File: config.mk
export PLATFORM = sky130hd
export DESIGN_NAME = fm_axi_m
export DESIGN_NICKNAME = d
export VERILOG_FILES = /design/src/rtl/fm_axi_m_pkg.sv /design/src/rtl/fm_axi_m.sv
export SDC_FILE = /design/constraint.sdc
export NUM_CORES = 1
export LEC_CHECK = 0
export ABC_AREA = 1
export BUFFER_PORTS_ARGS = -buffer_cell sky130_fd_sc_hd__buf_4
export CAP_MARGIN = 20
export CORE_AREA = 2 2 121 123
export DETAILED_ROUTE_END_ITERATION = 16
export DIE_AREA = 0 0 123 125
export MAX_ROUTING_LAYER = met4
export PLACE_DENSITY = 0.77
export RECOVER_POWER = 100
export SYNTH_ARGS = -nofsm -noshare
export SYNTH_HDL_FRONTEND = slang
export SYNTH_SLANG_ARGS = --single-unit
File: constraint.sdc
create_clock -name clk_core -period 1.6 [get_ports clk_core]
set_clock_uncertainty 0.1 [all_clocks]
set_input_delay 0.16 -clock clk_core [delete_from_list [all_inputs] [get_ports clk_core]]
set_output_delay 0.16 -clock clk_core [all_outputs]
set_load 0.03 [all_outputs]
File: src/rtl/fm_axi_m_pkg.sv
// Shared AXI3 master channel widths for the fm_axi_m bridge.
package fm_axi_m_pkg;

    localparam int unsigned P_AXI_M_AWID    = 4;
    localparam int unsigned P_AXI_M_AWADDR  = 32;
    localparam int unsigned P_AXI_M_AWLEN   = 4;
    localparam int unsigned P_AXI_M_AWSIZE  = 3;
    localparam int unsigned P_AXI_M_AWBURST = 2;
    localparam int unsigned P_AXI_M_AWLOCK  = 2;
    localparam int unsigned P_AXI_M_AWCACHE = 4;
    localparam int unsigned P_AXI_M_AWPROT  = 3;
    localparam int unsigned P_AXI_M_WDATA   = 32;
    localparam int unsigned P_AXI_M_WSTRB   = 4;
    localparam int unsigned P_AXI_M_BRESP   = 2;

endpackage

File: src/rtl/fm_axi_m.sv
// AXI3 master bridge: one internal-bus word access becomes one single-beat AXI
// transaction; only one transaction is ever outstanding.
module fm_axi_m
    import fm_axi_m_pkg::*;
#(
    parameter logic [P_AXI_M_AWID-1:0]    P_ID    = '0,
    parameter logic [P_AXI_M_AWCACHE-1:0] P_CACHE = 4'b0011
) (
    input  logic                         clk_core,
    input  logic                         rst_x,
    input  logic                         i_req,
    input  logic                         i_wr,
    input  logic [31:0]                  i_adrs,
    output logic                         o_ack,
    input  logic [3:0]                   i_be,
    input  logic [31:0]                  i_wd,
    output logic                         o_rstr,
    output logic [31:0]                  o_rd,
    output logic                         o_err,
    input  logic                         i_err_clr,
    output logic [P_AXI_M_AWID-1:0]      o_awid_m,
    output logic [P_AXI_M_AWADDR-1:0]    o_awaddr_m,
    output logic [P_AXI_M_AWLEN-1:0]     o_awlen_m,
    output logic [P_AXI_M_AWSIZE-1:0]    o_awsize_m,
    output logic [P_AXI_M_AWBURST-1:0]   o_awburst_m,
    output logic [P_AXI_M_AWLOCK-1:0]    o_awlock_m,
    output logic [P_AXI_M_AWCACHE-1:0]   o_awcache_m,
    output logic [P_AXI_M_AWPROT-1:0]    o_awprot_m,
    output logic                         o_awvalid_m,
    input  logic                         i_awready_m,
    output logic [P_AXI_M_AWID-1:0]      o_wid_m,
    output logic [P_AXI_M_WDATA-1:0]     o_wdata_m,
    output logic [P_AXI_M_WSTRB-1:0]     o_wstrb_m,
    output logic                         o_wlast_m,
    output logic                         o_wvalid_m,
    input  logic                         i_wready_m,
    input  logic [P_AXI_M_AWID-1:0]      i_bid_m,
    input  logic [P_AXI_M_BRESP-1:0]     i_bresp_m,
    input  logic                         i_bvalid_m,
    output logic                         o_bready_m,
    output logic [P_AXI_M_AWID-1:0]      o_arid_m,
    output logic [P_AXI_M_AWADDR-1:0]    o_araddr_m,
    output logic [P_AXI_M_AWLEN-1:0]     o_arlen_m,
    output logic [P_AXI_M_AWSIZE-1:0]    o_arsize_m,
    output logic [P_AXI_M_AWBURST-1:0]   o_arburst_m,
    output logic [P_AXI_M_AWLOCK-1:0]    o_arlock_m,
    output logic [P_AXI_M_AWCACHE-1:0]   o_arcache_m,
    output logic [P_AXI_M_AWPROT-1:0]    o_arprot_m,
    output logic                         o_arvalid_m,
    input  logic                         i_arready_m,
    input  logic [P_AXI_M_AWID-1:0]      i_rid_m,
    input  logic [P_AXI_M_WDATA-1:0]     i_rdata_m,
    input  logic [P_AXI_M_BRESP-1:0]     i_rresp_m,
    input  logic                         i_rlast_m,
    input  logic                         i_rvalid_m,
    output logic                         o_rready_m
);

    localparam logic [P_AXI_M_AWSIZE-1:0]  P_SIZE_WORD  = 3'b010;
    localparam logic [P_AXI_M_AWBURST-1:0] P_BURST_INCR = 2'b01;
    localparam logic [P_AXI_M_BRESP-1:0]   P_RESP_OKAY  = 2'b00;

    typedef enum logic [2:0] {StIdle, StWa, StWb, StRa, StRd} state_e;

    state_e      state_q, state_d;
    logic [29:0] adrs_q, adrs_d;
    logic [3:0]  be_q, be_d;
    logic [31:0] wd_q, wd_d;
    logic        awvalid_q, awvalid_d;
    logic        wvalid_q, wvalid_d;
    logic        aw_done_q, aw_done_d;
    logic        w_done_q, w_done_d;
    logic        bready_q, bready_d;
    logic        arvalid_q, arvalid_d;
    logic        rready_q, rready_d;
    logic        rstr_q, rstr_d;
    logic [31:0] rd_q, rd_d;
    logic        err_q, err_d;
    logic        new_err;
    logic        aw_hs, w_hs;

    // Returned IDs and the sub-word address bits carry no information here.
    logic unused_bits;
    assign unused_bits = ^{i_bid_m, i_rid_m, i_adrs[1:0]};

    assign aw_hs = awvalid_q & i_awready_m;
    assign w_hs  = wvalid_q & i_wready_m;
    assign o_ack = (state_q == StIdle) & i_req;

    always_comb begin
        state_d   = state_q;
        adrs_d    = adrs_q;
        be_d      = be_q;
        wd_d      = wd_q;
        awvalid_d = awvalid_q;
        wvalid_d  = wvalid_q;
        aw_done_d = aw_done_q;
        w_done_d  = w_done_q;
        bready_d  = bready_q;
        arvalid_d = arvalid_q;
        rready_d  = rready_q;
        rstr_d    = 1'b0;
        rd_d      = rd_q;
        new_err   = 1'b0;
        unique case (state_q)
            StIdle: begin
                if (i_req) begin
                    adrs_d    = i_adrs[31:2];
                    be_d      = i_be;
                    wd_d      = i_wd;
                    aw_done_d = 1'b0;
                    w_done_d  = 1'b0;
                    if (i_wr) begin
                        state_d   = StWa;
                        awvalid_d = 1'b1;
                        wvalid_d  = 1'b1;
                    end else begin
                        state_d   = StRa;
                        arvalid_d = 1'b1;
                    end
                end
            end
            StWa: begin
                if (aw_hs) begin
                    awvalid_d = 1'b0;
                    aw_done_d = 1'b1;
                end
                if (w_hs) begin
                    wvalid_d = 1'b0;
                    w_done_d = 1'b1;
                end
                // Leave on whichever handshake completes the pair.
                if ((aw_done_q | aw_hs) & (w_done_q | w_hs)) begin
                    state_d  = StWb;
                    bready_d = 1'b1;
                end
            end
            StWb: begin
                if (i_bvalid_m) begin
                    state_d  = StIdle;
                    bready_d = 1'b0;
                    new_err  = (i_bresp_m != P_RESP_OKAY);
                end
            end
            StRa: begin
                if (i_arready_m) begin
                    state_d   = StRd;
                    arvalid_d = 1'b0;
                    rready_d  = 1'b1;
                end
            end
            StRd: begin
                if (i_rvalid_m) begin
                    state_d  = StIdle;
                    rready_d = 1'b0;
                    rd_d     = i_rdata_m;
                    rstr_d   = 1'b1;
                    new_err  = (i_rresp_m != P_RESP_OKAY) | ~i_rlast_m;
                end
            end
            default: state_d = StIdle;
        endcase
        // A fresh error outranks a simultaneous clear.
        err_d = (err_q & ~i_err_clr) | new_err;
    end

    always_ff @(posedge clk_core or negedge rst_x) begin
        if (!rst_x) begin
            state_q   <= StIdle;
            adrs_q    <= '0;
            be_q      <= '0;
            wd_q      <= '0;
            awvalid_q <= 1'b0;
            wvalid_q  <= 1'b0;
            aw_done_q <= 1'b0;
            w_done_q  <= 1'b0;
            bready_q  <= 1'b0;
            arvalid_q <= 1'b0;
            rready_q  <= 1'b0;
            rstr_q    <= 1'b0;
            rd_q      <= '0;
            err_q     <= 1'b0;
        end else begin
            state_q   <= state_d;
            adrs_q    <= adrs_d;
            be_q      <= be_d;
            wd_q      <= wd_d;
            awvalid_q <= awvalid_d;
            wvalid_q  <= wvalid_d;
            aw_done_q <= aw_done_d;
            w_done_q  <= w_done_d;
            bready_q  <= bready_d;
            arvalid_q <= arvalid_d;
            rready_q  <= rready_d;
            rstr_q    <= rstr_d;
            rd_q      <= rd_d;
            err_q     <= err_d;
        end
    end

    assign o_awid_m    = P_ID;
    assign o_awaddr_m  = {adrs_q, 2'b00};
    assign o_awlen_m   = '0;
    assign o_awsize_m  = P_SIZE_WORD;
    assign o_awburst_m = P_BURST_INCR;
    assign o_awlock_m  = '0;
    assign o_awcache_m = P_CACHE;
    assign o_awprot_m  = '0;
    assign o_awvalid_m = awvalid_q;
    assign o_wid_m     = P_ID;
    assign o_wdata_m   = wd_q;
    assign o_wstrb_m   = be_q;
    assign o_wlast_m   = 1'b1;
    assign o_wvalid_m  = wvalid_q;
    assign o_bready_m  = bready_q;
    assign o_arid_m    = P_ID;
    assign o_araddr_m  = {adrs_q, 2'b00};
    assign o_arlen_m   = '0;
    assign o_arsize_m  = P_SIZE_WORD;
    assign o_arburst_m = P_BURST_INCR;
    assign o_arlock_m  = '0;
    assign o_arcache_m = P_CACHE;
    assign o_arprot_m  = '0;
    assign o_arvalid_m = arvalid_q;
    assign o_rready_m  = rready_q;
    assign o_rstr      = rstr_q;
    assign o_rd        = rd_q;
    assign o_err       = err_q;

endmodule

==> results of run 1 <==
## worst reg2reg max path: stages (launching register included)
cell                        delay [ps]
sky130_fd_sc_hd__dfrtp_2           430
sky130_fd_sc_hd__nor2_4            140
sky130_fd_sc_hd__nand2_4            70
sky130_fd_sc_hd__nor2_4            110
sky130_fd_sc_hd__buf_4             130
sky130_fd_sc_hd__buf_6             120
sky130_fd_sc_hd__inv_8              70
sky130_fd_sc_hd__clkbuf_16         170
sky130_fd_sc_hd__nand2_1            70
sky130_fd_sc_hd__nand2_1            50
## logic make-up after synthesis
family | count (synthesis) | synth area share [%]
simple gates | 342 | 26.8
buf+inv | 123 | 16.6
flops | 110 | 55.8
compound gates | 6 | 0.760
other cells | 2 | 0.152
## area by class of cell
cell class / count / area, µm²
Inverter: 20 / 82.6
Timing Repair Buffer: 377 / 2780
Multi-Input combinational cell: 401 / 1570
Clock inverter: 6 / 63.8
Fill cell: 1364 / 6500
Sequential cell: 110 / 2760
Clock buffer: 9 / 225
Tap cell: 184 / 230
## registers in the layout, summed over array words and instances, names as in the netlist
signal	cells
w_done_q	1
adrs_q	30
o_rd	32
o_awvalid_m	1
o_bready_m	1
o_err	1
o_rready_m	1
state_q	3
o_wstrb_m	4
o_arvalid_m	1
o_rstr	1
o_wvalid_m	1
o_wdata_m	32
aw_done_q	1
## cells in the final DEF, fill, tap and decap left out
cell type                       synthesis  final
sky130_fd_sc_hd__a21oi_1                3      3
sky130_fd_sc_hd__and2_1                 1      1
sky130_fd_sc_hd__buf_12                 0      5
sky130_fd_sc_hd__buf_16                 0      1
sky130_fd_sc_hd__buf_4                 83    121
sky130_fd_sc_hd__buf_6                  4      4
sky130_fd_sc_hd__buf_8                  0      2
sky130_fd_sc_hd__bufbuf_16              0      1
sky130_fd_sc_hd__bufinv_16              0      1
sky130_fd_sc_hd__clkbuf_1               4    137
sky130_fd_sc_hd__clkbuf_16              0     13
sky130_fd_sc_hd__clkinv_1               1      1
sky130_fd_sc_hd__clkinv_2               0      2
sky130_fd_sc_hd__clkinv_4               0      1
sky130_fd_sc_hd__clkinvlp_4             0      2
sky130_fd_sc_hd__conb_1                 2     53
sky130_fd_sc_hd__dfrtp_1              110    108
sky130_fd_sc_hd__dfrtp_2                0      2
sky130_fd_sc_hd__dlygate4sd3_1          0    102
sky130_fd_sc_hd__inv_1                 18     18
sky130_fd_sc_hd__inv_8                  0      1
sky130_fd_sc_hd__nand2_1              320    319
sky130_fd_sc_hd__nand2_4                0      1
sky130_fd_sc_hd__nand3_1                8      8
sky130_fd_sc_hd__nand3_2                1      1
sky130_fd_sc_hd__nor2_1                 9      8
sky130_fd_sc_hd__nor2_2                 0      1
sky130_fd_sc_hd__nor2_4                 2      2
sky130_fd_sc_hd__nor3b_1                1      1
sky130_fd_sc_hd__o21ai_0                1      1
sky130_fd_sc_hd__o221ai_1               1      1
sky130_fd_sc_hd__o2bb2ai_1              1      1
## worst paths after layout
kind                            depth (start not counted)            end  slack, ps
worst min-delay path                                    3     o_bready_m         30
worst max-delay path                                    5          o_ack         20
min in group asynchronous                               3  o_wdata_m[17]        510
worst min register to register                          2  o_wdata_m[30]        370
worst max register to register                          9      adrs_q[1]         20
max in group asynchronous                               3     state_q[2]        210
## stage by stage
step                instances  power (mW)  worst slack, ps
detailed placement        974        13.6             78.1
global placement          974        13.4              118
floorplan                 634        10.6              158
CTS                      1099        16.4            -14.3
finish                   1107        15.4             16.8
global route             1107        16.3            -61.6
## cell usage after synthesis (all sizes together)
cell / number / area, µm²
nor3b: 1 / 7.51
nand2: 320 / 1200
inv: 19 / 71.3
dfrtp: 110 / 2750
clkbuf: 4 / 15.0
a21oi: 3 / 15.0
conb: 2 / 7.51
clkinv: 1 / 3.75
and2: 1 / 6.26
o221ai: 1 / 8.76
o2bb2ai: 1 / 8.76
nand3: 9 / 50.1
buf: 99 / 728
o21ai: 1 / 5.00
nor2: 11 / 56.3
## what timing repair did
| item | in CTS | in global routing |
|---|---|---|
| pin swaps | 1 | 2 |
| endpoints found under the hold margin | 209 | 0 |
| resized for setup | 7 | 7 |
| hold buffers | 102 | 0 |
| setup buffers | 6 | 2 |
| setup endpoints to repair | 1 | 69 |
| gates cloned | 2 | 6 |
## power breakdown
group	leakage, nW	internal, mW	total, mW	switching, mW
sequential	1.37	4.04	4.83	0.781
clock	0.137	1.20	2.21	1.01
combinational	2.57	2.36	8.35	5.99
total	4.08	7.60	15.4	7.78
## routing by layer
metal / global-route usage, % / part of all wire (%) / wire, µm / vias up
li1: - / - / - / 2281
met5: - / 0 / 0 / -
met1: 22.1 / 40 / 6440 / 2176
met2: 33.7 / 51 / 8090 / 187
met3: 4.52 / 6.8 / 1090 / 30
met4: 8.09 / 2.4 / 380 / 0
==> out/qor_table.md, run 1 <==
| Result | This run | Unit |
| --- | --- | --- |
| Total count of max-transition violations in the final report | 0 | - |
| Fraction of final layout cells with drive strength greater than 1 | 17.4 | % |
| Fin util | 54.2 | % |
| Syn Std Cell Area | 0.00494 | mm² |
| Relative slew slack | 33.6 | % |
| Number of port buffers | 248 | - |
| Ratio of routed vias to standard cells | 4.22 | - |
| Combined buffer and inverter count along the critical path | 2 | - |
| CTS tree | yes | - |
| Critical path's slowest cell | sky130_fd_sc_hd__dfrtp_2 | - |
| Die span in x | 123 | µm |
| Arr. time, crit path | 1320 | ps |
| Static leakage power | 4.08 | nW |
| Critical-path cell list | nor2_4 > nand2_4 > nor2_4 > buf_12 > buf_8 | - |
| Sequential share of the synthesized area | 55.8 | % |
| Number of antenna violations at the first check in global routing | 0 | - |
| Family with the most delay on the worst path | flip-flops | - |
| Number of DRC violations after detailed routing | 0 | - |
| Clock transition at path regs | 70 | ps |
| Cts bufs inserted | 9 | - |
| Final Net Count | 1,042 | - |
| Post-Syn Instances | 583 | - |
| Number of global-route vias before repair | 4,658 | - |
| Critical Path Most Common Cell | sky130_fd_sc_hd__nor2_4 | - |
| Antenna viol nets, final | 0 | - |
| Global-route wire length before repair | 22,900 | µm |
| Flops & latches, synth | 110 | - |
| Final worst path period need | 1580 | ps |
| Post-detailed-route wirelength per cell | 14.5 | µm |
| Overall via count from detail_route | 4,674 | - |
| Power per unit of standard cell area | 2000 | mW/mm² |
| Post-DP HPWL | 9170 | µm |
| Run status | completed | - |
| Skew-Pair Late Insertion Delay | 340 | ps |
| FF-to-FF Start | state_q[0] | - |
| # rows | 44 | - |
| Total negative slack | 0 | ps |
| DR iter-0 viols | 204 | - |
| Crit share post-route | 99.0 | % |
| Final setup violation count | 0 | - |
| Final Cell Area | 0.00770 | mm² |
| CTS H-Tree Depth | 3 | - |
| Average cell area after synthesis | 8.47 | µm² |
| Endpoint type of the worst setup path | primary output | - |
| Data required time at the worst endpoint | 1340 | ps |
| Overflow left after global routing | 0 | - |
| Unrepaired setup endpoints after global routing | yes | - |
| Number of iterations in the first detailed-routing pass | 4 | - |
| Number of diodes added for antenna fixing | 0 | - |
| Core footprint | 0.0142 | mm² |
| Start point of the critical path | state_q[0] | - |
| Final weighted congestion in routability-driven placement | 0.795 | - |
| Min-delay worst type | in2reg | - |
| Slew at the pin closest to its max-slew limit | 995 | ps |
| Chip height | 125 | µm |
| Final hold violation count | 0 | - |
| Overall track demand over capacity in global routing | 19.8 | % |
| Max_cap viols | 0 | - |
| Root Buffer | sky130_fd_sc_hd__clkbuf_16 | - |
| Source of the worst hold timing path | i_bvalid_m | - |
| Achievable frequency | 632 | MHz |
| Synth warnings | 0 | - |
| Buffers from clock root to sink, at most | 2 | - |
| Effective utilization at floorplan | 34.8 | % |
| Setup crit start kind | flip-flop | - |
| Clk sink count | 110 | - |
| Distinct cell type count after synthesis | 20 | - |
| Worst hold slack after final layout | 31.3 | ps |
| Area growth, synth to finish | 56.0 | % |
| Number of I/O pins | 312 | - |
| Delay of the slowest critical-path stage | 430 | ps |
| Peak supply drop | 0.000823 | V |
| Worst Path Max Fanout | 3 | - |
| Die outline area | 0.0154 | mm² |
| Total Routed Length | 16,000 | µm |
| Pin count of the biggest net entering global routing | 111 | - |
| CP Class | reg2out | - |
| Placed inst area | 0.00664 | mm² |
Note: power is estimated with default switching activity, not from simulation.
==> inputs of run 2 (changes only) <==
- CELL_PAD_IN_SITES_DETAIL_PLACEMENT: unset -> 0
- CELL_PAD_IN_SITES_GLOBAL_PLACEMENT: unset -> 1
- CORE_AREA: 2 2 121 123 -> unset
- CORE_MARGIN: unset -> 2
- CORE_UTILIZATION: unset -> 29
- DIE_AREA: 0 0 123 125 -> unset
- PLACE_DENSITY: 0.77 -> 0.88
==> run 2 against run 1 <==
Largest power group unchanged; global-route usage decreased by 3.7 points; via count decreased by 2.4%; setup slack improved by 18 ps; critical endpoint unchanged; power decreased by 2.3%; cell count increased by 2.7%; highest routed layer unchanged; register-to-register slack improved by 90 ps.
==> out/qor_table.md, run 2 (synthesized netlist as in run 1, its figures left out) <==
| Result | This run | Unit |
| --- | --- | --- |
| # rows | 47 | - |
| Number of diodes added for antenna fixing | 0 | - |
| Post-DP HPWL | 9540 | µm |
| Critical-path cell list | nor2_4 > nand2_2 > nor2_4 > buf_12 > buf_8 | - |
| Unrepaired setup endpoints after global routing | yes | - |
| Core footprint | 0.0166 | mm² |
| Root Buffer | sky130_fd_sc_hd__clkbuf_16 | - |
| Met2 wire len | 7360 | µm |
| Critical path's slowest cell | sky130_fd_sc_hd__dfrtp_1 | - |
| Clock transition at path regs | 70 | ps |
| Data required time at the worst endpoint | 1340 | ps |
| Leading cell type in the layout, fill and taps excluded | sky130_fd_sc_hd__nand2_1 | - |
| Worst Path Max Fanout | 2 | - |
| Final weighted congestion in routability-driven placement | 0.792 | - |
| Number of global-route vias before repair | 4,611 | - |
| Register share of total power | 32.0 | % |
| Final Cell Area | 0.00760 | mm² |
| CP Class | reg2out | - |
| Worst hold slack after final layout | 55.5 | ps |
| Met1 routed wirelength after detailed routing | 5980 | µm |
| Family with the most delay on the worst path | flip-flops | - |
| Power per unit of standard cell area | 1980 | mW/mm² |
| Setup crit start kind | flip-flop | - |
| Most frequent cells in the layout | 319 x sky130_fd_sc_hd__nand2_1, 136 x sky130_fd_sc_hd__clkbuf_1, 120 x sky130_fd_sc_hd__buf_4 | - |
| DR iter-0 viols | 157 | - |
| Post-detailed-route wirelength per cell | 12.7 | µm |
| Number of port buffers | 248 | - |
| Pin count of the biggest net entering global routing | 52 | - |
| Die outline area | 0.0181 | mm² |
| Overall via count from detail_route | 4,563 | - |
| Overall track demand over capacity in global routing | 16.0 | % |
| Design internal power | 7.47 | mW |
| Die span in x | 134 | µm |
| Crit share post-route | 97.8 | % |
| Proportion of power drawn by the clock network | 16.5 | % |
| Effective utilization at floorplan | 29.7 | % |
| Number of DRC violations after detailed routing | 0 | - |
| Share of total power in combinational logic | 51.4 | % |
| Buffers from clock root to sink, at most | 2 | - |
| CTS tree | yes | - |
| Final Net Count | 1,035 | - |
| CTS H-Tree Depth | 3 | - |
| Final worst path period need | 1570 | ps |
| Total met3 wirelength after detailed routing | 726 | µm |
| Number of antenna violations at the first check in global routing | 0 | - |
| Peak supply drop | 0.000827 | V |
| Final setup violation count | 0 | - |
| Delay of the slowest critical-path stage | 410 | ps |
| Achievable frequency | 639 | MHz |
| Endpoint type of the worst setup path | primary output | - |
| Skew-Pair Late Insertion Delay | 340 | ps |
| Number of iterations in the first detailed-routing pass | 4 | - |
| Total count of max-transition violations in the final report | 0 | - |
| Critical Path Most Common Cell | sky130_fd_sc_hd__nor2_4 | - |
| Global-route wire length before repair | 22,500 | µm |
| Max_cap viols | 0 | - |
| Run status | completed | - |
| Uppermost layer routed | met4 | - |
| Area growth, synth to finish | 54.0 | % |
| Chip height | 134 | µm |
| Antenna viol nets, final | 0 | - |
| Min-delay worst type | in2reg | - |
| Switching power of the nets | 7.56 | mW |
| Ratio of routed vias to standard cells | 4.01 | - |
| Fill cell instance count of the final layout | 1,701 | - |
| Arr. time, crit path | 1310 | ps |
| Static leakage power | 4.01 | nW |
| Fraction of final layout cells with drive strength greater than 1 | 16.8 | % |
| Clk sink count | 110 | - |
| Number of I/O pins | 312 | - |
| Overflow left after global routing | 0 | - |
| Slew at the pin closest to its max-slew limit | 677 | ps |
| Cts bufs inserted | 9 | - |
| Final hold violation count | 0 | - |
| Relative slew slack | 54.8 | % |
| Total Routed Length | 14,400 | µm |
| Sw Share | 50.3 | % |
| Placed inst area | 0.00671 | mm² |
| Combined buffer and inverter count along the critical path | 2 | - |
-- run 2: repair_timing --
action | 4_1_cts | 5_1_grt
resized for setup | 4 | 3
endpoints found under the setup margin | 1 | 46
hold endpoints to repair | 159 | 0
buffers inserted | 6 | 0
hold buffers | 103 | 0
pin swaps | 2 | 1
-- run 2: path summary, 6_finish.rpt --
kind | startpoint | to | slack (ps) | cells after the start
min in group asynchronous | rst_x | o_rd[16] | 290 | 2
max in group asynchronous | rst_x | o_wdata_m[0] | 220 | 3
min | i_rvalid_m | state_q[2] | 60 | 4
min reg2reg | o_wdata_m[11] | o_wdata_m[11] | 370 | 2
max | state_q[0] | o_ack | 30 | 5
max reg2reg | state_q[0] | adrs_q[29] | 110 | 8
-- run 2: area by class of cell --
class	count	area [µm²]	area share [%]
Sequential cell	110	2750	36.2
Timing Repair Buffer	370	2610	34.3
Multi-Input combinational cell	401	1560	20.5
Tap cell	220	275	3.62
Clock buffer	10	239	3.14
Clock inverter	6	91.3	1.20
Inverter	20	75.1	0.987
-- run 2: power groups by stage --
stage               Combinational [mW]  Clock, mW  Sequential [mW]
floorplan                         3.43          0             7.18
global placement                  8.60          0             4.88
detailed placement                8.71          0             4.90
CTS                               9.08       2.58             4.85
global route                      8.36       2.70             4.99
finish                            7.73       2.48             4.82
-- run 2: worst min-delay path, cell delays in order --
cell and delay [ps]:
sky130_fd_sc_hd__buf_4 90, sky130_fd_sc_hd__inv_1 30, sky130_fd_sc_hd__nand3_1 120, sky130_fd_sc_hd__nand2_1 60
-- run 2: metal layers --
layer,vias up,track usage (%)
li1,2266,-
met1,2107,19.1
met3,22,2.82
met5,-,-
met4,0,6.49
met2,168,26.9
-- run 2: per-stage QoR --
step	util, %	TNS, ps	instances	total power [mW]	setup WS [ps]
CTS	48.8	-15.0	1137	16.5	-8.56
finish	45.7	0	1137	15.0	34.5
global route	45.7	-238	1137	16.0	-26.1
global placement	40.3	0	1012	13.5	142
floorplan	-	0	634	10.6	158
detailed placement	40.3	0	1012	13.6	126
==> inputs of run 3 (changes only) <==
- SKIP_LAST_GASP: unset -> 1
- clock period: 1.6 -> 1.7 ns (I/O delays scaled with it)
==> run 3 against run 2 <==
Via count grew 1.0%; combinational power is 4.8% lower; cell area shrank 0.12%; largest cell class unchanged; largest power group unchanged.
==> out/qor_table.md, run 3 (synthesized netlist as in run 1, its figures left out) <==
| Result | This run | Unit |
| --- | --- | --- |
| Number of port buffers | 248 | - |
| CP Class | reg2out | - |
| Number of stages on the worst hold path | 3 | - |
| Cts bufs inserted | 9 | - |
| Achievable frequency | 616 | MHz |
| Overall track demand over capacity in global routing | 16.0 | % |
| Fill cell instance count of the final layout | 1,721 | - |
| Number of antenna violations at the first check in global routing | 0 | - |
| Total count of max-transition violations in the final report | 0 | - |
| Number of global-route vias before repair | 4,422 | - |
| Post-detailed-route wirelength per cell | 13.3 | µm |
| Global-route wire length before repair | 22,300 | µm |
| Clk sink count | 110 | - |
| Overall via count from detail_route | 4,610 | - |
| Fraction of final layout cells with drive strength greater than 1 | 16.8 | % |
| Final setup violation count | 0 | - |
| Arr. time, crit path | 1350 | ps |
| Total negative slack | 0 | ps |
| Overflow left after global routing | 0 | - |
| Number of diodes added for antenna fixing | 0 | - |
| Core footprint | 0.0166 | mm² |
| Clock transition at path regs | 70 | ps |
| Slew at the pin closest to its max-slew limit | 1100 | ps |
| Total Routed Length | 15,100 | µm |
| Post-layout power | 14.2 | mW |
| Relative slew slack | 26.6 | % |
| Min-delay worst type | in2reg | - |
| Antenna viol nets, final | 0 | - |
| Setup crit start kind | flip-flop | - |
| Family with the most delay on the worst path | flip-flops | - |
| Area growth, synth to finish | 53.8 | % |
| Number of iterations in the first detailed-routing pass | 6 | - |
| DR iter-0 viols | 221 | - |
| Root Buffer | sky130_fd_sc_hd__clkbuf_16 | - |
| Number of I/O pins | 312 | - |
| Delay of the slowest critical-path stage | 420 | ps |
| Critical Path Most Common Cell | sky130_fd_sc_hd__nor2_4 | - |
| Skew-Pair Late Insertion Delay | 340 | ps |
| Max_cap viols | 0 | - |
| Crit share post-route | 95.6 | % |
| Peak supply drop | 0.000716 | V |
| Leading cell type in the layout, fill and taps excluded | sky130_fd_sc_hd__nand2_1 | - |
| Combined buffer and inverter count along the critical path | 2 | - |
| CTS tree | yes | - |
| Endpoint type of the worst setup path | primary output | - |
| Chip height | 134 | µm |
| Most frequent cells in the layout | 319 x sky130_fd_sc_hd__nand2_1, 136 x sky130_fd_sc_hd__clkbuf_1, 122 x sky130_fd_sc_hd__buf_4 | - |
| CTS H-Tree Depth | 3 | - |
| Final worst path period need | 1620 | ps |
| Post-DP HPWL | 9150 | µm |
| Critical path's slowest cell | sky130_fd_sc_hd__dfrtp_2 | - |
| Run status | completed | - |
| Power per unit of standard cell area | 1870 | mW/mm² |
| # rows | 47 | - |
| Die span in x | 134 | µm |
| Worst Path Max Fanout | 3 | - |
| Logic depth of the worst register-to-register path | 8 | - |
| Final hold violation count | 0 | - |
| Critical-path cell list | nor2_4 > nand2_2 > nor2_4 > buf_12 > buf_4 | - |
| Number of DRC violations after detailed routing | 0 | - |
| Crit path depth | 5 | - |
| Final Net Count | 1,035 | - |
| Unrepaired setup endpoints after global routing | no | - |
| Die outline area | 0.0181 | mm² |
| Final weighted congestion in routability-driven placement | 0.751 | - |
| Data required time at the worst endpoint | 1430 | ps |
| Effective utilization at floorplan | 29.7 | % |
| Pin count of the biggest net entering global routing | 111 | - |
| Static leakage power | 4.02 | nW |
| Buffers from clock root to sink, at most | 2 | - |
| Ratio of routed vias to standard cells | 4.06 | - |
-- run 3: changes by cell type in the layout (fill, tap and decap cells not counted), sizes merged --
cell / change
dlygate4sd3: -1
clkbuf: +3
bufbuf: +1
buf: -2
clkinv: -2
-- run 3: what timing repair did --
action	4_1_cts	5_1_grt
gates resized for setup	3	4
setup endpoints to repair	1	63
gates cloned	2	2
hold buffers	102	0
pin swaps	1	1
hold endpoints to repair	209	0
setup buffers	6	0
-- run 3: worst paths after layout --
| check | start | end | slack [ps] |
|---|---|---|---|
| setup / recovery | state_q[2] | o_ack | 80 |
| hold / removal | i_bvalid_m | o_bready_m | 30 |
| setup reg to reg | state_q[2] | o_wdata_m[13] | 120 |
| hold reg to reg | o_wdata_m[8] | o_wdata_m[8] | 370 |
| max in group asynchronous | rst_x | state_q[0] | 140 |
| min in group asynchronous | rst_x | o_err | 420 |
-- run 3: worst reg2reg max path: stages, from the launching register on --
cell and delay (ps):
sky130_fd_sc_hd__dfrtp_2 420, sky130_fd_sc_hd__nor2_4 110, sky130_fd_sc_hd__nand2_2 80, sky130_fd_sc_hd__nor2_4 140
sky130_fd_sc_hd__buf_4 190, sky130_fd_sc_hd__inv_4 90, sky130_fd_sc_hd__buf_4 220, sky130_fd_sc_hd__nand2_1 80
sky130_fd_sc_hd__nand2_1 40
-- run 3: layout make-up --
class | instances | area, µm² | share of cell area (%)
sequential | 110 | 2760 | 36.3
timing repair buffer | 370 | 2610 | 34.3
multi-input combinational | 401 | 1560 | 20.5
tap | 220 | 275 | 3.62
clock buffer | 11 | 243 | 3.20
clock inverter | 4 | 77.6 | 1.02
inverter | 20 | 77.6 | 1.02
-- run 3: stage by stage --
| stage | setup WS [ps] | cells | area (µm²) | hold WS, ps | utilization [%] |
|---|---|---|---|---|---|
| 6_report | 75.6 | 1136 | 7590 | 27.0 | 45.6 |
| 4_1_cts | 6.91 | 1135 | 8120 | 5.55 | 48.8 |
| 5_1_grt | 3.16 | 1136 | 7590 | 53.2 | 45.6 |
| 2_1_floorplan | 258 | 634 | 5130 | -226 | - |
| 3_5_place_dp | 128 | 1010 | 6670 | 217 | 40.1 |
| 3_3_place_gp | 135 | 1010 | 6670 | 202 | 40.1 |
-- run 3: per-layer routing --
metal	global-route usage [%]	wire length (µm)
met1	19.4	6260
met2	26.4	7730
met3	2.67	768
met4	7.31	346
met5	-	0
-- run 3: power breakdown --
part | internal (mW) | switching [mW]
registers | 3.80 | 0.722
logic | 1.91 | 5.45
clock network | 1.34 | 0.976
total | 7.05 | 7.15
